$ cat src/rtl/uart_tx_buffered_if.sv
// Byte write handshake into the buffered UART transmitter.
// The write happens on any cycle where data_valid and data_ready are both high.
interface uart_tx_buffered_if;
   logic [7:0] data_in;
   logic       data_valid;
   logic       data_ready;

   modport master (
      output data_in,
      output data_valid,
      input  data_ready
   );

   modport slave (
      input  data_in,
      input  data_valid,
      output data_ready
   );
endinterface

$ cat src/rtl/uart_tx_buffered.sv
// Buffered 8N1 UART transmitter: byte FIFO feeding a registered serialiser, LSB first.
// Define UART_TX_PARITY_EN to add an even-parity bit (11-bit frame).
module uart_tx_buffered #(
   parameter int unsigned DELAY_FRAMES = 8,
   parameter int unsigned FIFO_DEPTH   = 16
) (
   input  logic                          clk,
   input  logic                          rst,
   uart_tx_buffered_if.slave             bus,
   output logic                          uart_tx,
   output logic                          busy,
   output logic [$clog2(FIFO_DEPTH):0]   fifo_count
);

   localparam int unsigned PW = $clog2(FIFO_DEPTH);
   localparam int unsigned CW = PW + 1;
   localparam logic [7:0] TimerMax = 8'(DELAY_FRAMES - 1);

   localparam logic [2:0] StIdle   = 3'd0;
   localparam logic [2:0] StStart  = 3'd1;
   localparam logic [2:0] StData   = 3'd2;
   localparam logic [2:0] StStop   = 3'd3;
`ifdef UART_TX_PARITY_EN
   localparam logic [2:0] StParity = 3'd4;
`endif

   logic [7:0]    mem_q [FIFO_DEPTH];
   logic [PW-1:0] wptr_q, wptr_d;
   logic [PW-1:0] rptr_q, rptr_d;
   logic [CW-1:0] count_q, count_d;
   logic [2:0]    state_q, state_d;
   logic [7:0]    timer_q, timer_d;
   logic [2:0]    idx_q, idx_d;
   logic [7:0]    shift_q, shift_d;
   logic          tx_q, tx_d;
`ifdef UART_TX_PARITY_EN
   logic          par_q, par_d;
`endif

   logic       full;
   logic       push;
   logic       pop;
   logic       bit_done;
   logic [7:0] head;

   // Readiness depends on the count only, so a same-cycle pop never frees a slot.
   assign full           = (count_q == CW'(FIFO_DEPTH));
   assign bus.data_ready = ~full;
   assign push           = bus.data_valid & ~full;
   assign head           = mem_q[rptr_q];
   assign bit_done       = (timer_q == TimerMax);

   assign uart_tx    = tx_q;
   assign busy       = (state_q != StIdle) | (count_q != '0);
   assign fifo_count = count_q;

   always_comb begin
      state_d = state_q;
      timer_d = timer_q;
      idx_d   = idx_q;
      shift_d = shift_q;
      tx_d    = tx_q;
      pop     = 1'b0;
`ifdef UART_TX_PARITY_EN
      par_d   = par_q;
`endif
      // tx_d always reflects the level of the state being entered next cycle.
      case (state_q)
         StIdle: begin
            tx_d    = 1'b1;
            timer_d = '0;
            if (count_q != '0) begin
               pop     = 1'b1;
               state_d = StStart;
               tx_d    = 1'b0;
            end
         end
         StStart: begin
            if (bit_done) begin
               timer_d = '0;
               idx_d   = '0;
               state_d = StData;
               tx_d    = shift_q[0];
            end else begin
               timer_d = timer_q + 8'd1;
            end
         end
         StData: begin
            if (bit_done) begin
               timer_d = '0;
               if (idx_q == 3'd7) begin
`ifdef UART_TX_PARITY_EN
                  state_d = StParity;
                  tx_d    = par_q;
`else
                  state_d = StStop;
                  tx_d    = 1'b1;
`endif
               end else begin
                  idx_d   = idx_q + 3'd1;
                  shift_d = {1'b0, shift_q[7:1]};
                  tx_d    = shift_q[1];
               end
            end else begin
               timer_d = timer_q + 8'd1;
            end
         end
`ifdef UART_TX_PARITY_EN
         StParity: begin
            if (bit_done) begin
               timer_d = '0;
               state_d = StStop;
               tx_d    = 1'b1;
            end else begin
               timer_d = timer_q + 8'd1;
            end
         end
`endif
         StStop: begin
            if (bit_done) begin
               timer_d = '0;
               if (count_q != '0) begin
                  pop     = 1'b1;
                  state_d = StStart;
                  tx_d    = 1'b0;
               end else begin
                  state_d = StIdle;
                  tx_d    = 1'b1;
               end
            end else begin
               timer_d = timer_q + 8'd1;
            end
         end
         default: begin
            state_d = StIdle;
            timer_d = '0;
            tx_d    = 1'b1;
         end
      endcase

      if (pop) begin
         shift_d = head;
`ifdef UART_TX_PARITY_EN
         par_d   = ^head;
`endif
      end
   end

   always_comb begin
      count_d = count_q;
      wptr_d  = wptr_q;
      rptr_d  = rptr_q;
      if (push) wptr_d = wptr_q + PW'(1);
      if (pop)  rptr_d = rptr_q + PW'(1);
      case ({push, pop})
         2'b10:   count_d = count_q + CW'(1);
         2'b01:   count_d = count_q - CW'(1);
         default: count_d = count_q;
      endcase
   end

   always_ff @(posedge clk) begin
      if (push) mem_q[wptr_q] <= bus.data_in;
   end

   always_ff @(posedge clk or posedge rst) begin
      if (rst) begin
         wptr_q  <= '0;
         rptr_q  <= '0;
         count_q <= '0;
         state_q <= StIdle;
         timer_q <= '0;
         idx_q   <= '0;
         shift_q <= '0;
         tx_q    <= 1'b1;
`ifdef UART_TX_PARITY_EN
         par_q   <= 1'b0;
`endif
      end else begin
         wptr_q  <= wptr_d;
         rptr_q  <= rptr_d;
         count_q <= count_d;
         state_q <= state_d;
         timer_q <= timer_d;
         idx_q   <= idx_d;
         shift_q <= shift_d;
         tx_q    <= tx_d;
`ifdef UART_TX_PARITY_EN
         par_q   <= par_d;
`endif
      end
   end

endmodule
$ cat src/flat_wrapper.sv
// flat-port wrapper written by rule: the top's interface ports become plain ports
module uart_tx_buffered_flat 
#(
   parameter int unsigned DELAY_FRAMES = 8,
   parameter int unsigned FIFO_DEPTH   = 16
)
  (clk, rst, uart_tx, busy, fifo_count, bus_data_in, bus_data_valid, bus_data_ready);
  uart_tx_buffered_if bus_i ();
  input  logic clk;
  input  logic rst;
  output logic uart_tx;
  output logic busy;
  output logic [$clog2(FIFO_DEPTH):0] fifo_count;
  input wire logic [$bits(bus_i.data_in)-1:0] bus_data_in;
  input wire logic [$bits(bus_i.data_valid)-1:0] bus_data_valid;
  output wire logic [$bits(bus_i.data_ready)-1:0] bus_data_ready;
  assign bus_i.data_in = bus_data_in;
  assign bus_i.data_valid = bus_data_valid;
  assign bus_data_ready = bus_i.data_ready;
  uart_tx_buffered #(.DELAY_FRAMES(DELAY_FRAMES), .FIFO_DEPTH(FIFO_DEPTH)) u_core (.clk(clk), .rst(rst), .bus(bus_i), .uart_tx(uart_tx), .busy(busy), .fifo_count(fifo_count));
endmodule
$ cat config.mk
export PLATFORM = sky130hd
export DESIGN_NAME = uart_tx_buffered_flat
export DESIGN_NICKNAME = d
export VERILOG_FILES = /design/src/rtl/uart_tx_buffered_if.sv /design/src/rtl/uart_tx_buffered.sv /design/src/flat_wrapper.sv
export SDC_FILE = /design/constraint.sdc
export NUM_CORES = 1
export LEC_CHECK = 0
export ABC_AREA = 1
export CAP_MARGIN = 20
export CORE_AREA = 2 2 116 118
export CTS_BUF_LIST = sky130_fd_sc_hd__clkbuf_16
export CTS_CLUSTER_DIAMETER = 30
export DETAILED_ROUTE_END_ITERATION = 8
export DIE_AREA = 0 0 118 120
export HOLD_SLACK_MARGIN = 0.08
export PLACE_DENSITY = 0.84
export SYNTH_ARGS = -nofsm -noshare
export SYNTH_HDL_FRONTEND = slang
export SYNTH_SLANG_ARGS = --single-unit
$ cat constraint.sdc
create_clock -name clk -period 2.3 [get_ports clk]
set_clock_uncertainty 0.05 [all_clocks]
set_input_delay 0.23 -clock clk [delete_from_list [all_inputs] [get_ports clk]]
set_output_delay 0.23 -clock clk [all_outputs]
set_load 0.02 [all_outputs]
==> insert_results.sql, run 1 <==
INSERT INTO impl_metrics (metric_group, metric, value, unit) VALUES
('clock_network', 'cts.sink_count', '163', ''),
('drt', 'via_count', '4862', ''),
('sta', 'max_freq', '452', 'MHz'),
('drt', 'met1_length', '6190', 'um'),
('sta', 'worst_hold_slack', '0.173', 'ns'),
('clock_network', 'cts_htree_levels', '4', ''),
('synth', 'synth_top_cells_by_area', 'sky130_fd_sc_hd__edfxtp_1 55%, sky130_fd_sc_hd__dfrtp_1 12%, sky130_fd_sc_hd__nor2_1 5.7%', ''),
('synth', 'synth_nets', '622', ''),
('drt', 'detail_route.iter0.violations', '729', ''),
('drt', 'drt_wl_cell', '18.6', 'um'),
('synth', 'synth_top_flop_cell', 'sky130_fd_sc_hd__edfxtp_1', ''),
('floorplan', 'chipHeight', '120', 'um'),
('power_and_ir_drop', 'power.net_switching', '3.80', 'mW'),
('setup_path', 'timing.reg2reg.worst_path_depth', '17', ''),
('drt', 'wl', '15500', 'um'),
('setup_path', 'setup.worst_path.start', 'u_core.state_q[0]$_DFFE_PP0P_', ''),
('final_layout', 'finalInstanceArea', '8150', 'um2'),
('setup_path', 'critPathTopFamily', 'simple AND/OR/NAND/NOR gates', ''),
('final_layout', 'drive_gt1_share', '14.5', '%'),
('power_and_ir_drop', 'swShare', '36.5', '%'),
('final_layout', 'antenna_cells_inserted', '0', ''),
('setup_path', 'rr_startpoint', 'u_core.state_q[0]$_DFFE_PP0P_', ''),
('sta', 'finalSetupTns', '0', 'ns'),
('synth', 'synth-edff-count', '128', ''),
('sta', 'final-max-slew-violation-count', '0', ''),
('floorplan', 'initial_core_utilization', '53.6', '%'),
('global_routing', 'grt_first_pass_wirelength', '24600', 'um'),
('clock_network', 'clk_latency_worst_skew_pair', '0.42', 'ns'),
('synth', 'synthesis.area', '6960', 'um2'),
('drt', 'dr_wl_met2', '7910', 'um'),
('synth', 'synth.distinct_cells', '40', ''),
('clock_network', 'clock_tree.buffer_depth', '2', ''),
('synth', 'synthesis.instances', '597', ''),
('placement', 'port_buffers', '18', ''),
('synth', 'mean_instance_size_in_the_synthesized_netlist', '11.7', 'um2'),
('global_routing', 'grt_max_degree', '41', ''),
('setup_path', 'max_stage_delay', '0.42', 'ns'),
('sta', 'layout_worst_path_cycle_share', '96.1', '%'),
('hold_path', 'worstHoldPathType', 'in2async', ''),
('job', 'max-cap-violations', '0', ''),
('placement', 'placed_area', '7510', 'um2'),
('setup_path', 'critical_path_maximum_fanout', '5', ''),
('drt', 'detail-route-antenna-nets', '0', ''),
('global_routing', 'overflow', '0', ''),
('floorplan', 'ios', '19', ''),
('sta', 'setup_viol_count_final', '0', ''),
('floorplan', 'fp.dieArea', '14200', 'um2'),
('power_and_ir_drop', 'peakVddDrop', '0.676', 'mV'),
('setup_path', 'crit_path_end_kind', 'register', ''),
('clock_network', 'path_clk_slew', '0.07', 'ns'),
('synth', 'ys.warnings.count', '0', ''),
('clock_network', 'cts-root-buf', 'sky130_fd_sc_hd__clkbuf_16', ''),
('sta', 'min_period', '2.21', 'ns'),
('global_routing', 'grt_util_all_layers', '22.9', '%'),
('drt', 'route.detailed.drc', '0', ''),
('global_routing', 'first_global_vias', '4729', ''),
('final_layout', 'design.final.nets', '667', ''),
('power_and_ir_drop', 'power.combinational.fraction', '35.0', '%'),
('synth', 'synth_largest_type_area_fraction', '55.2', '%'),
('drt', 'route.detailed.vias_per_inst', '5.85', ''),
('power_and_ir_drop', 'post-layout-total-power', '10.4', 'mW'),
('setup_path', 'worst_path_most_repeated_cell', 'sky130_fd_sc_hd__nand2_1', ''),
('placement', 'hpwl', '9440', 'um'),
('drt', 'wl_met3', '971', 'um'),
('power_and_ir_drop', 'pwr-share-clk', '26.7', '%'),
('status', 'status', 'completed', ''),
('synth', 'seq_area_frac_synth', '67.8', '%'),
('power_and_ir_drop', 'power_frac_seq', '38.3', '%'),
('placement', 'routabilityCongestion', '0.844', ''),
('setup_path', 'worst_path_buf_inv', '4', ''),
('sta', 'timing.final.hold_violations', '0', '');
[stage by stage]
step           setup WS, ns  util (%)
2_1_floorplan      -0.00525         -
3_3_place_gp          0.188      57.8
3_5_place_dp         0.0798      57.8
4_1_cts              0.0322      62.3
5_1_grt             -0.0395      62.8
6_report             0.0898      62.8
[final cells by class]
| class | count | area, um2 |
|---|---|---|
| tap | 176 | 220 |
| timing repair buffer | 53 | 483 |
| fill | 935 | 4830 |
| clock buffer | 17 | 425 |
| inverter | 33 | 126 |
| multi-input combinational | 374 | 2010 |
| sequential | 163 | 4720 |
| clock inverter | 15 | 158 |
[path summary, 6_finish.rpt]
| kind | slack (ns) | end |
|---|---|---|
| min | 0.17 | u_core.timer_q[3]$_DFF_PP0_ |
| min reg2reg | 0.44 | u_core.timer_q[0]$_DFF_PP0_ |
| max | 0.09 | u_core.fifo_count[4]$_DFFE_PP0P_ |
| max in group asynchronous | 1.67 | u_core.rptr_q[0]$_DFFE_PP0P_ |
| max reg2reg | 0.09 | u_core.fifo_count[4]$_DFFE_PP0P_ |
| min in group clk | 0.44 | u_core.timer_q[0]$_DFF_PP0_ |
[synth_stat cells, drive strengths merged (2+ instances only)]
library cell  instances
edfxtp              128
nor2                110
o21ai                76
nand2                66
dfrtp                34
inv                  32
nand3                30
buf                  17
o211ai               17
a21oi                14
ha                   14
o221ai               11
clkbuf               10
xor2                  9
nor3                  5
nand4                 4
a31oi                 3
o22ai                 3
a22oi                 2
and3                  2
xnor2                 2
[registers in the layout (all words and copies together), names as in the netlist]
register           flops
u_core.state_q         2
u_core.mem_q         128
u_core.wptr_q          4
u_core.rptr_q          4
u_core.idx_q           3
u_core.timer_q         8
u_core.uart_tx         1
u_core.fifo_count      5
u_core.shift_q         8
[tightest hold or removal path, delay by kind of cell]
| family | cells | cell delay, ns |
|---|---|---|
| buffers and inverters | 3 | 0.84 |
[cell usage in the layout, fill, tap and decap left out, drive strengths merged, types with 2 or more instances in the layout]
cell	n
a22oi	2
a31oi	3
nand4	4
clkdlybuf4s50	17
dfrtp	34
clkinv	6
nor2	110
o221ai	11
xnor2	2
buf	35
clkbuf	17
o211ai	17
inv	39
o21ai	76
and3	2
nand2	66
nand3	30
edfxtp	128
a21oi	14
nor3	5
bufinv	2
o22ai	3
xor2	9
ha	14
[power groups by stage]
stage | sequential (mW) | combinational (mW) | clock [mW]
4_1_cts | 3.99 | 3.52 | 2.81
6_report | 4.00 | 3.65 | 2.78
3_5_place_dp | 4.04 | 3.46 | 0
3_3_place_gp | 4.02 | 3.30 | 0
2_1_floorplan | 3.99 | 2.40 | 0
5_1_grt | 4.05 | 4.02 | 2.96
[kinds of logic (layout without fill, tap and decap cells)]
family / Yosys count / after routing / synth area share (%)
AND/OR/NAND/NOR: 219 / 219 / 13.2
flip-flops: 163 / 163 / 67.8
AO/OA/AOI/OAI: 130 / 130 / 11.1
buffers and inverters: 60 / 118 / 3.95
adder cells (fa/ha/maj): 14 / 14 / 2.52
XOR/XNOR: 11 / 11 / 1.38
[metal layers]
metal	track usage, %	vias up
li1	-	2211
met1	29.1	2384
met2	38.6	229
met3	5.18	38
met4	8.43	0
met5	0	-
[repair_timing]
action | 4_1_cts | 5_1_grt
resized for setup | 0 | 6
hold buffers | 0 | 0
setup buffers | 0 | 6
setup endpoints to repair | 0 | 4
hold endpoints to repair | 0 | 0
(Power assumes the default switching activity.)
==> run 2, diff against run 1 <==
Settings changed: CAP_MARGIN 20 to 0.
==> results of run 2 <==
The final DEF is identical to that of run 1; final timing and power are the same.
==> run 3, diff against run 2 <==
Settings changed: CTS_CLUSTER_DIAMETER 30 to 50.
==> results of run 3 <==
The final DEF is identical to that of run 1; final timing and power are the same.
